===== src/rtl/uart_pkg.sv =====
// Shared UART definitions: state encoding, data width and the bit-period helper.
// Used by both the receiver and the companion transmitter.
package uart_pkg;

  localparam int DATA_BITS = 8;

  typedef enum logic [2:0] {
    IDLE   = 3'd0,
    START  = 3'd1,
    DATA   = 3'd2,
    PARITY = 3'd3,
    STOP   = 3'd4
  } uart_state_t;

  function automatic int clks_per_bit(input int clk_freq, input int baud);
    return clk_freq / baud;
  endfunction

endpackage


===== src/rtl/uart_rx_8n1_if.sv =====
// Receiver-side bundle: serial line in, byte and strobes out.
// slave = the receiver, master = the consumer that owns the line.
interface uart_rx_8n1_if;
  import uart_pkg::*;

  logic                 rx;
  logic [DATA_BITS-1:0] rx_data;
  logic                 rx_valid;
  logic                 frame_err;
  logic                 parity_err;
  logic                 busy;

  modport slave (
    input  rx,
    output rx_data, rx_valid, frame_err, parity_err, busy
  );

  modport master (
    output rx,
    input  rx_data, rx_valid, frame_err, parity_err, busy
  );
endinterface


===== src/rtl/uart_rx_sync.sv =====
// Two-flop synchroniser for the raw serial line, preset to idle-high, plus a
// registered copy of the synchronised value used for falling-edge detection.
module uart_rx_sync (
  input  logic clk,
  input  logic rst_n,
  input  logic i_rx,
  output logic o_rx_s,
  output logic o_fall_edge
);

  logic r_meta;
  logic r_sync;
  logic r_prev;

  always_ff @(posedge clk or negedge rst_n) begin
    if (!rst_n) begin
      r_meta <= 1'b1;
      r_sync <= 1'b1;
      r_prev <= 1'b1;
    end else begin
      r_meta <= i_rx;
      r_sync <= r_meta;
      r_prev <= r_sync;
    end
  end

  assign o_rx_s      = r_sync;
  assign o_fall_edge = r_prev & ~r_sync;

endmodule


===== src/rtl/uart_rx_8n1.sv =====
// UART 8N1 receiver: start-bit validation, mid-bit sampling, framing check.
// Optional even-parity bit between data and stop when UART_RX_PARITY_EN is defined.
module uart_rx_8n1
  import uart_pkg::*;
#(
  parameter int CLK_FREQ = 50_000_000,
  parameter int BAUD     = 115_200
) (
  input  logic          clk,
  input  logic          rst_n,
  uart_rx_8n1_if.slave  bus
);

  localparam int CLKS_PER_BIT = clks_per_bit(CLK_FREQ, BAUD);
  localparam int HALF_BIT     = CLKS_PER_BIT / 2;
  localparam int CNT_W        = $clog2(CLKS_PER_BIT);
  localparam int IDX_W        = $clog2(DATA_BITS);

  localparam logic [CNT_W-1:0] CNT_LAST = CNT_W'(CLKS_PER_BIT - 1);
  localparam logic [CNT_W-1:0] CNT_HALF = CNT_W'(HALF_BIT - 1);
  localparam logic [IDX_W-1:0] IDX_LAST = IDX_W'(DATA_BITS - 1);

  logic w_rx_s;
  logic w_fall_edge;

  uart_rx_sync u_sync (
    .clk         (clk),
    .rst_n       (rst_n),
    .i_rx        (bus.rx),
    .o_rx_s      (w_rx_s),
    .o_fall_edge (w_fall_edge)
  );

  uart_state_t          r_state,     w_state_next;
  logic [CNT_W-1:0]     r_cnt,       w_cnt_next;
  logic [IDX_W-1:0]     r_bit_idx,   w_bit_idx_next;
  logic [DATA_BITS-1:0] r_shreg,     w_shreg_next;
  logic [DATA_BITS-1:0] r_rx_data,   w_rx_data_next;
  logic                 r_rx_valid,  w_rx_valid_next;
  logic                 r_frame_err, w_frame_err_next;
`ifdef UART_RX_PARITY_EN
  logic                 r_par_bit,    w_par_bit_next;
  logic                 r_parity_err, w_parity_err_next;
  logic                 w_par_bad;

  // Even parity over data plus parity bit must come out zero.
  assign w_par_bad = ^{r_shreg, r_par_bit};
`endif

  always_ff @(posedge clk or negedge rst_n) begin
    if (!rst_n) begin
      r_state     <= IDLE;
      r_cnt       <= '0;
      r_bit_idx   <= '0;
      r_shreg     <= '0;
      r_rx_data   <= '0;
      r_rx_valid  <= 1'b0;
      r_frame_err <= 1'b0;
`ifdef UART_RX_PARITY_EN
      r_par_bit    <= 1'b0;
      r_parity_err <= 1'b0;
`endif
    end else begin
      r_state     <= w_state_next;
      r_cnt       <= w_cnt_next;
      r_bit_idx   <= w_bit_idx_next;
      r_shreg     <= w_shreg_next;
      r_rx_data   <= w_rx_data_next;
      r_rx_valid  <= w_rx_valid_next;
      r_frame_err <= w_frame_err_next;
`ifdef UART_RX_PARITY_EN
      r_par_bit    <= w_par_bit_next;
      r_parity_err <= w_parity_err_next;
`endif
    end
  end

  always_comb begin
    w_state_next     = r_state;
    w_cnt_next       = r_cnt + 1'b1;
    w_bit_idx_next   = r_bit_idx;
    w_shreg_next     = r_shreg;
    w_rx_data_next   = r_rx_data;
    w_rx_valid_next  = 1'b0;
    w_frame_err_next = 1'b0;
`ifdef UART_RX_PARITY_EN
    w_par_bit_next    = r_par_bit;
    w_parity_err_next = 1'b0;
`endif

    case (r_state)
      IDLE: begin
        w_cnt_next = '0;
        // Edge-triggered, so a line held low (break) never restarts a frame.
        if (w_fall_edge) w_state_next = START;
      end
      START: begin
        if (r_cnt == CNT_HALF) begin
          w_cnt_next = '0;
          if (w_rx_s) begin
            w_state_next = IDLE;
          end else begin
            w_state_next   = DATA;
            w_bit_idx_next = '0;
          end
        end
      end
      DATA: begin
        if (r_cnt == CNT_LAST) begin
          w_cnt_next     = '0;
          w_shreg_next   = {w_rx_s, r_shreg[DATA_BITS-1:1]};
          w_bit_idx_next = r_bit_idx + 1'b1;
          if (r_bit_idx == IDX_LAST) begin
`ifdef UART_RX_PARITY_EN
            w_state_next = PARITY;
`else
            w_state_next = STOP;
`endif
          end
        end
      end
`ifdef UART_RX_PARITY_EN
      PARITY: begin
        if (r_cnt == CNT_LAST) begin
          w_cnt_next     = '0;
          w_par_bit_next = w_rx_s;
          w_state_next   = STOP;
        end
      end
`endif
      STOP: begin
        if (r_cnt == CNT_LAST) begin
          // Leave mid-stop-bit so an immediately following start edge is seen.
          w_cnt_next       = '0;
          w_state_next     = IDLE;
          w_frame_err_next = ~w_rx_s;
`ifdef UART_RX_PARITY_EN
          w_parity_err_next = w_par_bad;
          w_rx_valid_next   = w_rx_s & ~w_par_bad;
`else
          w_rx_valid_next   = w_rx_s;
`endif
          if (w_rx_valid_next) w_rx_data_next = r_shreg;
        end
      end
      default: begin
        w_state_next = IDLE;
        w_cnt_next   = '0;
      end
    endcase
  end

  assign bus.rx_data   = r_rx_data;
  assign bus.rx_valid  = r_rx_valid;
  assign bus.frame_err = r_frame_err;
  assign bus.busy      = (r_state != IDLE);
`ifdef UART_RX_PARITY_EN
  assign bus.parity_err = r_parity_err;
`else
  assign bus.parity_err = 1'b0;
`endif

endmodule


===== src/flat_wrapper.sv =====
// flat-port wrapper written by rule: the top's interface ports become plain ports
module uart_rx_8n1_flat import uart_pkg::*;
#(
  parameter int CLK_FREQ = 50_000_000,
  parameter int BAUD     = 115_200
)
  (clk, rst_n, bus_rx, bus_rx_data, bus_rx_valid, bus_frame_err, bus_parity_err, bus_busy);
  uart_rx_8n1_if bus_i ();
  input  logic clk;
  input  logic rst_n;
  input wire logic [$bits(bus_i.rx)-1:0] bus_rx;
  output wire logic [$bits(bus_i.rx_data)-1:0] bus_rx_data;
  output wire logic [$bits(bus_i.rx_valid)-1:0] bus_rx_valid;
  output wire logic [$bits(bus_i.frame_err)-1:0] bus_frame_err;
  output wire logic [$bits(bus_i.parity_err)-1:0] bus_parity_err;
  output wire logic [$bits(bus_i.busy)-1:0] bus_busy;
  assign bus_i.rx = bus_rx;
  assign bus_rx_data = bus_i.rx_data;
  assign bus_rx_valid = bus_i.rx_valid;
  assign bus_frame_err = bus_i.frame_err;
  assign bus_parity_err = bus_i.parity_err;
  assign bus_busy = bus_i.busy;
  uart_rx_8n1 #(.CLK_FREQ(CLK_FREQ), .BAUD(BAUD)) u_core (.clk(clk), .rst_n(rst_n), .bus(bus_i));
endmodule

===== config.mk =====
export PLATFORM = sky130hd
export DESIGN_NAME = uart_rx_8n1_flat
export DESIGN_NICKNAME = d
export VERILOG_FILES = /design/src/rtl/uart_pkg.sv /design/src/rtl/uart_rx_8n1_if.sv /design/src/rtl/uart_rx_sync.sv /design/src/rtl/uart_rx_8n1.sv /design/src/flat_wrapper.sv
export SDC_FILE = /design/constraint.sdc
export NUM_CORES = 1
export LEC_CHECK = 0
export ABC_AREA = 1
export CORE_MARGIN = 5
export CORE_UTILIZATION = 45
export CTS_BUF_LIST = sky130_fd_sc_hd__clkbuf_4 sky130_fd_sc_hd__clkbuf_8
export DETAILED_ROUTE_END_ITERATION = 10
export PLACE_DENSITY = 0.66
export SYNTH_ARGS = -nofsm -noshare
export SYNTH_HDL_FRONTEND = slang
export SYNTH_SLANG_ARGS = --single-unit

===== constraint.sdc =====
create_clock -name clk -period 1.8 [get_ports clk]
set_clock_uncertainty 0.15 [all_clocks]
set_input_delay 0.18 -clock clk [delete_from_list [all_inputs] [get_ports clk]]
set_output_delay 0.18 -clock clk [all_outputs]
set_load 0.1 [all_outputs]

# Yosys cells after proc, flatten, opt, wreduce, memory -nomap -nowiden
# Cells that the tools add are included.
dict set report totals {
  reg_bits 36
  word_cells 52
  inputBits 3
  output_inout_bits 12
}
dict set report classes {
  mux 18
  n_addsub 2
  n_reduce_logical 8
  n_bitwise 2
  n_eq_ne 12
}
# cell count
set ops {}
lappend ops {{$mux 3} 8}
lappend ops {{$mux 9} 2}
lappend ops {{$pmux 9 s2} 1}
lappend ops {{$pmux 3 s4} 1}
lappend ops {{$add 9x1->9 const B} 1}
lappend ops {{$eq 9x8->1 const B} 1}
lappend ops {{$eq 9x9->1 const B} 1}
lappend ops {{$ne 2x1->1 const B} 4}
lappend ops {{$eq 3x3->1 const B} 2}
lappend ops {{$pmux 3 s2} 1}
lappend ops {{$reduce_and 5->1} 1}
lappend ops {{$mux 1} 4}
lappend ops {{$ne 2x2->1 const B} 2}
lappend ops {{$reduce_and 4->1} 1}
lappend ops {{$add 3x1->3 const B} 1}
lappend ops {{$eq 3x1->1 const B} 1}
lappend ops {{$eq 3x2->1 const B} 1}
lappend ops {{$logic_not 3->1} 1}
lappend ops {{$reduce_and 3->1} 1}
lappend ops {{$reduce_bool 3->1} 1}
lappend ops {{$mux 2} 1}
lappend ops {{$reduce_and 2->1} 1}
lappend ops {{$reduce_bool 2->1} 1}
lappend ops {{$reduce_or 2->1} 1}
lappend ops {{other kinds (2)} 2}

# Longest topological paths before layout
# Gate-level depths: netlist of the first run.
dict set report logic_depth {
  depth_word 4
  depth_mapped 11
  depth_no_buf 11
}

# Modules after synthesis
# Synthesis of the first run repeated with hierarchy kept, for this count alone.
dict set report unflattened {
  cells_unflattened 192
  area_unflattened_um2 1661.6
}
# mod seq_area_each_um2 cells_per_inst area_each_um2 instances
set modules_own_cells {}
lappend modules_own_cells {uart_rx_8n1 825.8 187 1572.8 1}
lappend modules_own_cells {uart_rx_sync 78.8 5 88.8 1}

# Least setup slack after synthesis of the first run
# No wires, ideal clock.
dict set report synth_path {
  kind {reg2reg}
  from {register u_core.r_cnt[1]}
  to {register u_core.r_rx_data[6] (netlist: u_core.bus.rx_data[6])}
  required_ns 1.528
  setup_slack_ns 0.188
  path_buffers 1
  period_less_slack_ns 1.612
  setup_ns 0.122
  arrival_time_ns 1.339
  path_stages_with_launch 11
  path_cell_list {dfrtp_1 inv_1 ha_1 nand2_1 nor2_1 nand2_2 inv_1 nand3_2 buf_6 nand2_1 o21ai_2}
}
dict set report synth_between {
  elab_chain_cells 2
}
# item line
set synth_lines {}
lappend synth_lines {{start, declared} uart_rx_8n1.sv:35} ;# logic [CNT_W-1:0] r_cnt, w_cnt_next;
lappend synth_lines {{start signal, assigned} uart_rx_8n1.sv:65} ;# r_cnt <= w_cnt_next;
lappend synth_lines {{$eq 9x9->1} uart_rx_8n1.sv:132} ;# if (r_cnt == CNT_LAST) begin
lappend synth_lines {{$reduce_and 3->1 (no source line)} --}
lappend synth_lines {{end signal, assigned} uart_rx_8n1.sv:68} ;# r_rx_data <= w_rx_data_next;
lappend synth_lines {{end, declared} uart_rx_8n1.sv:38} ;# logic [DATA_BITS-1:0] r_rx_data, w_rx_data_next;
# Every way passes these cells.
# A chain may end at the register's enable or synchronous reset.

# Final worst setup path of the first run
dict set report layout_path {
  from {register u_core.r_cnt[1]}
  to {register u_core.r_cnt[7]}
}
dict set report layout_between {
  elab_chain_cells 3
  word_cells_on_any_way 6
  cone_classes {1 x add/sub; 2 x eq/ne; 3 x mux}
}
# item line
set layout_lines {}
lappend layout_lines {{$add 9x1->9 (tied with other cells)} uart_rx_8n1.sv:80} ;# w_cnt_next = r_cnt + 1'b1;
lappend layout_lines {{$mux 9 (on tied branches)} {uart_rx_8n1.sv:109, uart_rx_8n1.sv:132, uart_rx_8n1.sv:98}}
lappend layout_lines {{$pmux 9 s2 (*)} uart_rx_8n1.sv:91} ;# case (r_state)
lappend layout_lines {{net u_core.w_cnt_next[7]} uart_rx_8n1.sv:35}
# Mark *: on every way through the listed nets, which the timed path passes. The rest lies on a longest branch.

==> flow_summary.toml, run 1 <==
[drt]
vias = 1194
first_pass_iters = 4
ant_nets = 0
drt-total-wl_mm = 2.86
drt-wirelength-per-cell_um = 10.9
vias_per_cell = 4.54
dr.first_iter.drc_count = 55
drc_errors = 0

[power]
p_comb_share_pct = 33.6
power.share.sequential_pct = 41.6
p_leak_uw = 0.00103
p_int_uw = 1370
p_sw_uw = 882
pwr_density_cell_nw_per_um2 = 1060
swShare_pct = 39.2
peakVddDrop_mv = 0.583
power_frac_clock_pct = 24.8

[synth]
synth_top_cell_by_area = "dfrtp_1"
synth_top_flop_cell = "dfrtp_1"
seq_area_frac_synth_pct = 53.7
ys_ff_latch = 36
yosys-top-cells-area = "dfrtp_1, nand2_1, inv_1"
syn_nets = 200
avgSynthCellArea_um2 = 8.78
synth_edf_count = 0
yosys_warnings = 0
async_flop_share_pct = 100
synth_area_um2 = 1690
postSynthCellCount = 192
synth_cell_types = 27
synth_top_area_share_pct = 49.0

[floorplanning]
row_count = 22
die_y_um = 71.2
coreArea_um2 = 3630
dieArea_um2 = 5070
die_w_um = 71.2
io_pins = 15
start_util_pct = 46.4

[final_layout]
multi_input_area_um2 = 639
seq_area_um2 = 905
utilization_pct = 58.5
area.growth.synth_to_final_pct = 26.1
nFillCells = 326
fin_nets = 222
fin_cells = 263
drive_gt1_share_pct = 22.8
antenna_cells = 0

[placed_design]
io_buffers = 13
dp_cells = 253
hpwl_mm = 2.01
gp_congestion = 0.809

[clock_network]
clk_latency_ps = 290
cts_buffers = 5
clock-root-buffer = "clkbuf_8"
cts.clk_slew.worst_paths_ps = 70
ctsHoldBuffers = 0
clockBufferDepth = 2
cts.sink_count = 36
cts_tree = "built"
cts_max_level = 2

[critical_path]
crit_slowest_cell = "dfrtp_1"
path_buf_inv = 3
endpoint_kind = "flop"
critPathArrivalTime_ps = 1740
crit_family = "simple AND/OR/NAND/NOR gates"
crit_chain = "inv_1 > ha_1 > nand2_1 > nor2_1 > nand2_2 > nand2_1 > nand2_1 > inv_2 > nand2_2 > clkinvlp_4 > nor2_1"
worstPathMaxFanout = 6
path_class = "reg2reg"
max_stage_delay_ps = 390
critical_path.most_common_cell = "nand2_1"
start_kind = "flop"
required_ps = 1830

[status]
outcome = "finished, final reports clean"

[sta]
clock.fmax_mhz = 585
rsz0062_at_grt = "yes"
final_hold_viol_count = 0
finalCritPeriodShare_pct = 95.0
min_period_ps = 1710
report.final.slew_viol_count = 0
setup_viol = 0
fin_setup_tns_ps = 0

[min_path]
hp-class = "in2async"

[grt]
grtUsageTotal_pct = 12.6
antenna_found_initial = 0
grt_pass1_wl_mm = 5.02
grt.overflow.total = 0
grt_pass1_vias = 1201
grt_max_degree = 37

[flow_run]
max_cap_violations = 0
## power by group through the flow
stage	Clock [uW]	Combinational, uW	Sequential [uW]
5_1_grt	617	844	945
3_5_place_dp	0	687	951
3_3_place_gp	0	681	947
4_1_cts	585	690	935
6_report	559	756	936
2_1_floorplan	0	503	938
## cells in the mapped netlist (2+ instances only)
| cell | count |
|---|---|
| inv_2 | 4 |
| o21ai_1 | 4 |
| inv_1 | 27 |
| o21ai_0 | 4 |
| xor2_1 | 3 |
| nor2_1 | 21 |
| nand3_1 | 9 |
| buf_6 | 2 |
| dfstp_2 | 3 |
| ha_1 | 5 |
| dfrtp_1 | 33 |
| o21ai_2 | 8 |
| nand2_1 | 55 |
## cell type report
cell class | count | share of cell area (%)
multi-input cells | 122 | 30.1
flip-flops and latches | 36 | 42.6
well taps | 48 | 2.83
repair inverters | 1 | 0.353
clock inverters | 3 | 0.883
clock buffers | 5 | 3.24
inverters | 31 | 5.59
repair buffers | 17 | 14.5
## through the flow
step | setup slack, ps | cell area [um^2] | hold WS [ps] | total power, uW
final | 89.3 | 2130 | 104 | 2250
after global routing | -34.5 | 2130 | 107 | 2410
after CTS | 56.7 | 2100 | 104 | 2210
after detailed placement | 76.2 | 2020 | 197 | 1640
after global placement | 142 | 2020 | 196 | 1630
after floorplan | 188 | 1690 | -266 | 1440
## worst reg2reg max path, delay by kind of cell (launching register included)
family,cells,cell delay [ps]
fa+ha+maj,1,140
simple gates,7,610
flops,1,390
buf+inv,3,310
## worst paths after layout
path	cells after the start	slack, ps	from	end
max	11	90	u_core.r_cnt[1]$_DFF_PN0_	u_core.r_cnt[7]$_DFF_PN0_
min	2	100	rst_n	u_core.r_cnt[3]$_DFF_PN0_
max reg2reg	11	90	u_core.r_cnt[1]$_DFF_PN0_	u_core.r_cnt[7]$_DFF_PN0_
min reg2reg	0	210	u_core.u_sync.r_meta$_DFF_PN1_	u_core.u_sync.o_rx_s$_DFF_PN1_
max in group asynchronous	2	1140	rst_n	u_core.u_sync.r_prev$_DFF_PN1_
min in group clk	1	150	bus_rx	u_core.u_sync.r_meta$_DFF_PN1_
## metal layers
metal	global-route usage (%)	wire [um]	vias to the layer above
met2	19.1	1300	25
li1	-	-	626
met3	4.69	152	6
met4	5.64	57	0
met1	16.0	1350	537
met5	0	0	-
## state kept, by name (all words and copies together), names as in the netlist
register	cells
u_core.bus.frame_err	1
u_core.bus.rx_data	8
u_core.bus.rx_valid	1
u_core.r_bit_idx	3
u_core.r_cnt	9
u_core.r_shreg	8
u_core.r_state	3
u_core.u_sync.o_rx_s	1
u_core.u_sync.r_meta	1
u_core.u_sync.r_prev	1
## cells by family (layout without fill, tap and decap cells)
logic type,count (synthesis),count (layout),share of synthesized area [%]
simple gates,94,94,24.4
flops,36,36,53.7
buf+inv,34,57,8.69
compound gates,18,18,7.28
fa+ha+maj,5,5,3.71
xor+xnor,4,4,2.08
other cells,1,1,0.223
## layout by cell type (no fill, tap or decap), drive strengths merged
master and instances:
xnor2 1, nand3 10, nor4 1, xor2 3, o21ai 16, or2 1
clkinv 3, buf 15, o211ai 1, dfstp 3, clkbuf 5, clkinvlp 1
ha 5, dfrtp 33, clkdlybuf4s50 2, nor2 23, nand3b 1, conb 1
nand2 56, nor3 2, a21oi 1, inv 31
## repair_timing
action | in CTS | in global routing
setup endpoints to repair | 0 | 13
resized for setup | 0 | 4
hold endpoints to repair | 0 | 0
buffers inserted | 0 | 1
No activity file was read; power rests on OpenSTA's default activity.
==> run 2: changes to the inputs <==
--- a/config.mk
+++ b/config.mk
@@ -6,11 +6,14 @@
 export NUM_CORES = 1
 export LEC_CHECK = 0
 export ABC_AREA = 1
+export CAP_MARGIN = 10
 export CORE_MARGIN = 5
 export CORE_UTILIZATION = 45
 export CTS_BUF_LIST = sky130_fd_sc_hd__clkbuf_4 sky130_fd_sc_hd__clkbuf_8
+export CTS_CLUSTER_DIAMETER = 200
 export DETAILED_ROUTE_END_ITERATION = 10
 export PLACE_DENSITY = 0.66
+export SLEW_MARGIN = 10
 export SYNTH_ARGS = -nofsm -noshare
 export SYNTH_HDL_FRONTEND = slang
 export SYNTH_SLANG_ARGS = --single-unit
==> results of run 2 <==
No change in the layout: final DEF, timing and power equal those of run 1.
==> run 3: changes to the inputs <==
--- a/config.mk
+++ b/config.mk
@@ -13,6 +13,7 @@
 export CTS_CLUSTER_DIAMETER = 200
 export DETAILED_ROUTE_END_ITERATION = 10
 export PLACE_DENSITY = 0.66
+export RECOVER_POWER = 25
 export SLEW_MARGIN = 10
 export SYNTH_ARGS = -nofsm -noshare
 export SYNTH_HDL_FRONTEND = slang
==> flow_summary.toml, run 3 (synthesized netlist as in run 1, its figures left out) <==
[status]
outcome = "finished, final reports clean"

[floorplanning]
io_pins = 15
coreArea_um2 = 3630
die_w_um = 71.2
die_y_um = 71.2
start_util_pct = 46.4
row_count = 22
dieArea_um2 = 5070

[placed_design]
gp_congestion = 0.809
hpwl_mm = 2.01
io_buffers = 13
dpl_worst_slack_ps = 76.2

[min_path]
min_from = "u_core.u_sync.r_meta$_DFF_PN1_"
min_to = "u_core.u_sync.o_rx_s$_DFF_PN1_"
min_delay_path_depth = 0
hp-class = "reg2reg"

[power]
p_leak_uw = 0.00103
power.share.sequential_pct = 41.7
swShare_pct = 39.3
p_int_uw = 1360
p_sw_uw = 881
p_comb_share_pct = 33.4
power_frac_clock_pct = 24.9
peakVddDrop_mv = 0.581
pwr_density_cell_nw_per_um2 = 1060

[clock_network]
cts_max_level = 2
cts_buffers = 5
clock-root-buffer = "clkbuf_8"
cts.sink_count = 36
cts.clk_slew.worst_paths_ps = 70
clockBufferDepth = 2
ctsHoldBuffers = 0
cts_tree = "built"
clk_latency_ps = 290

[critical_path]
worstPathMaxFanout = 6
start_kind = "flop"
critPathArrivalTime_ps = 1740
reg2reg_slack_ps = 90
endpoint_kind = "flop"
required_ps = 1830
r2r-end = "u_core.r_cnt[7]$_DFF_PN0_"
reg2regPathDepth = 11
path_class = "reg2reg"
r2r_start = "u_core.r_cnt[1]$_DFF_PN0_"

[sta]
report.final.slew_viol_count = 0
setup_slack_ps = 89.3
setup_viol = 0
final_hold_viol_count = 0
slew_headroom_pct = 42.0
rsz0062_at_grt = "yes"
min_period_ps = 1710
whs_ps = 206
clock.fmax_mhz = 585
finalCritPeriodShare_pct = 95.0
tightestPinTransition_ps = 870

[drt]
drt-total-wl_mm = 2.86
first_pass_iters = 4
drc_errors = 0
dr.first_iter.drc_count = 55
drt-wirelength-per-cell_um = 10.9
vias = 1192
ant_nets = 0
vias_per_cell = 4.53

[final_layout]
regMostFlops = "u_core.r_cnt"
largest_register_ffs = 9
mostFrequentLayoutCell = "nand2_1"
fin_nets = 222
nFillCells = 328
drive_gt1_share_pct = 22.8
area.growth.synth_to_final_pct = 25.2
antenna_cells = 0
final_cell_mix = "nand2_1, dfrtp_1, inv_1"

[grt]
grt.overflow.total = 0
antenna_found_initial = 0
grtUsageTotal_pct = 12.6
grt_max_degree = 37
grt_pass1_vias = 1201
grt_pass1_wl_mm = 5.02

[flow_run]
max_cap_violations = 0
## run 3: timing repair
| action | 4_1_cts | 5_1_grt |
|---|---|---|
| gates resized for setup | 0 | 4 |
| setup buffers | 0 | 1 |
| setup endpoints to repair | 0 | 13 |
| hold endpoints to repair | 0 | 0 |
## run 3: worst max path at each step
stage	from	to	slack (ps)	cells past startpoint
6_report	u_core.r_cnt[1]$_DFF_PN0_	u_core.r_cnt[7]$_DFF_PN0_	90	11
5_1_grt	u_core.r_cnt[1]$_DFF_PN0_	u_core.r_cnt[1]$_DFF_PN0_	-30	11
4_1_cts	u_core.r_cnt[1]$_DFF_PN0_	u_core.r_cnt[3]$_DFF_PN0_	60	11
3_5_place_dp	u_core.r_cnt[1]$_DFF_PN0_	u_core.r_cnt[3]$_DFF_PN0_	80	11
3_3_place_gp	u_core.r_cnt[1]$_DFF_PN0_	u_core.r_cnt[4]$_DFF_PN0_	140	11
2_1_floorplan	u_core.r_cnt[1]$_DFF_PN0_	u_core.bus.rx_data[6]$_DFFE_PN0P_	190	10
## run 3: power groups by stage
stage,combinational (uW),sequential (uW),clock (uW)
2_1_floorplan,503,938,0
3_3_place_gp,681,947,0
3_5_place_dp,687,951,0
4_1_cts,690,935,585
5_1_grt,839,945,617
6_report,750,936,559
## run 3: layout make-up
class	count	area [um^2]	share of cell area, %
clock buffer	5	68.8	3.26
tap	48	60.1	2.85
multi-input combinational	122	639	30.3
inverter	31	119	5.63
timing repair inverter	1	7.51	0.356
sequential	36	905	42.9
clock inverter	3	18.8	0.889
timing repair buffer	17	293	13.9
## run 3: metrics by stage
stage                     setup TNS, ps  util [%]  total power [uW]  area, um^2  cells
after floorplan                       0         -              1440        1690    192
after global placement                0      55.5              1630        2020    253
after detailed placement              0      55.5              1640        2020    253
after CTS                             0      57.9              2210        2100    261
after global routing               -163      58.1              2400        2110    263
final                                 0      58.1              2250        2110    263
## run 3: critical path: stages (launching register included)
cell,delay [ps]
dfrtp_1,390
inv_1,80
ha_1,140
nand2_1,50
nor2_1,140
nand2_2,130
nand2_1,80
nand2_1,60
inv_2,100
nand2_2,100
clkinvlp_4,120
nor2_1,40
## run 3: layer usage
layer,share of wire (%),global-route usage [%]
met3,5.3,4.69
met5,0,0
met4,2.0,5.64
met1,47,16.0
met2,45,19.1
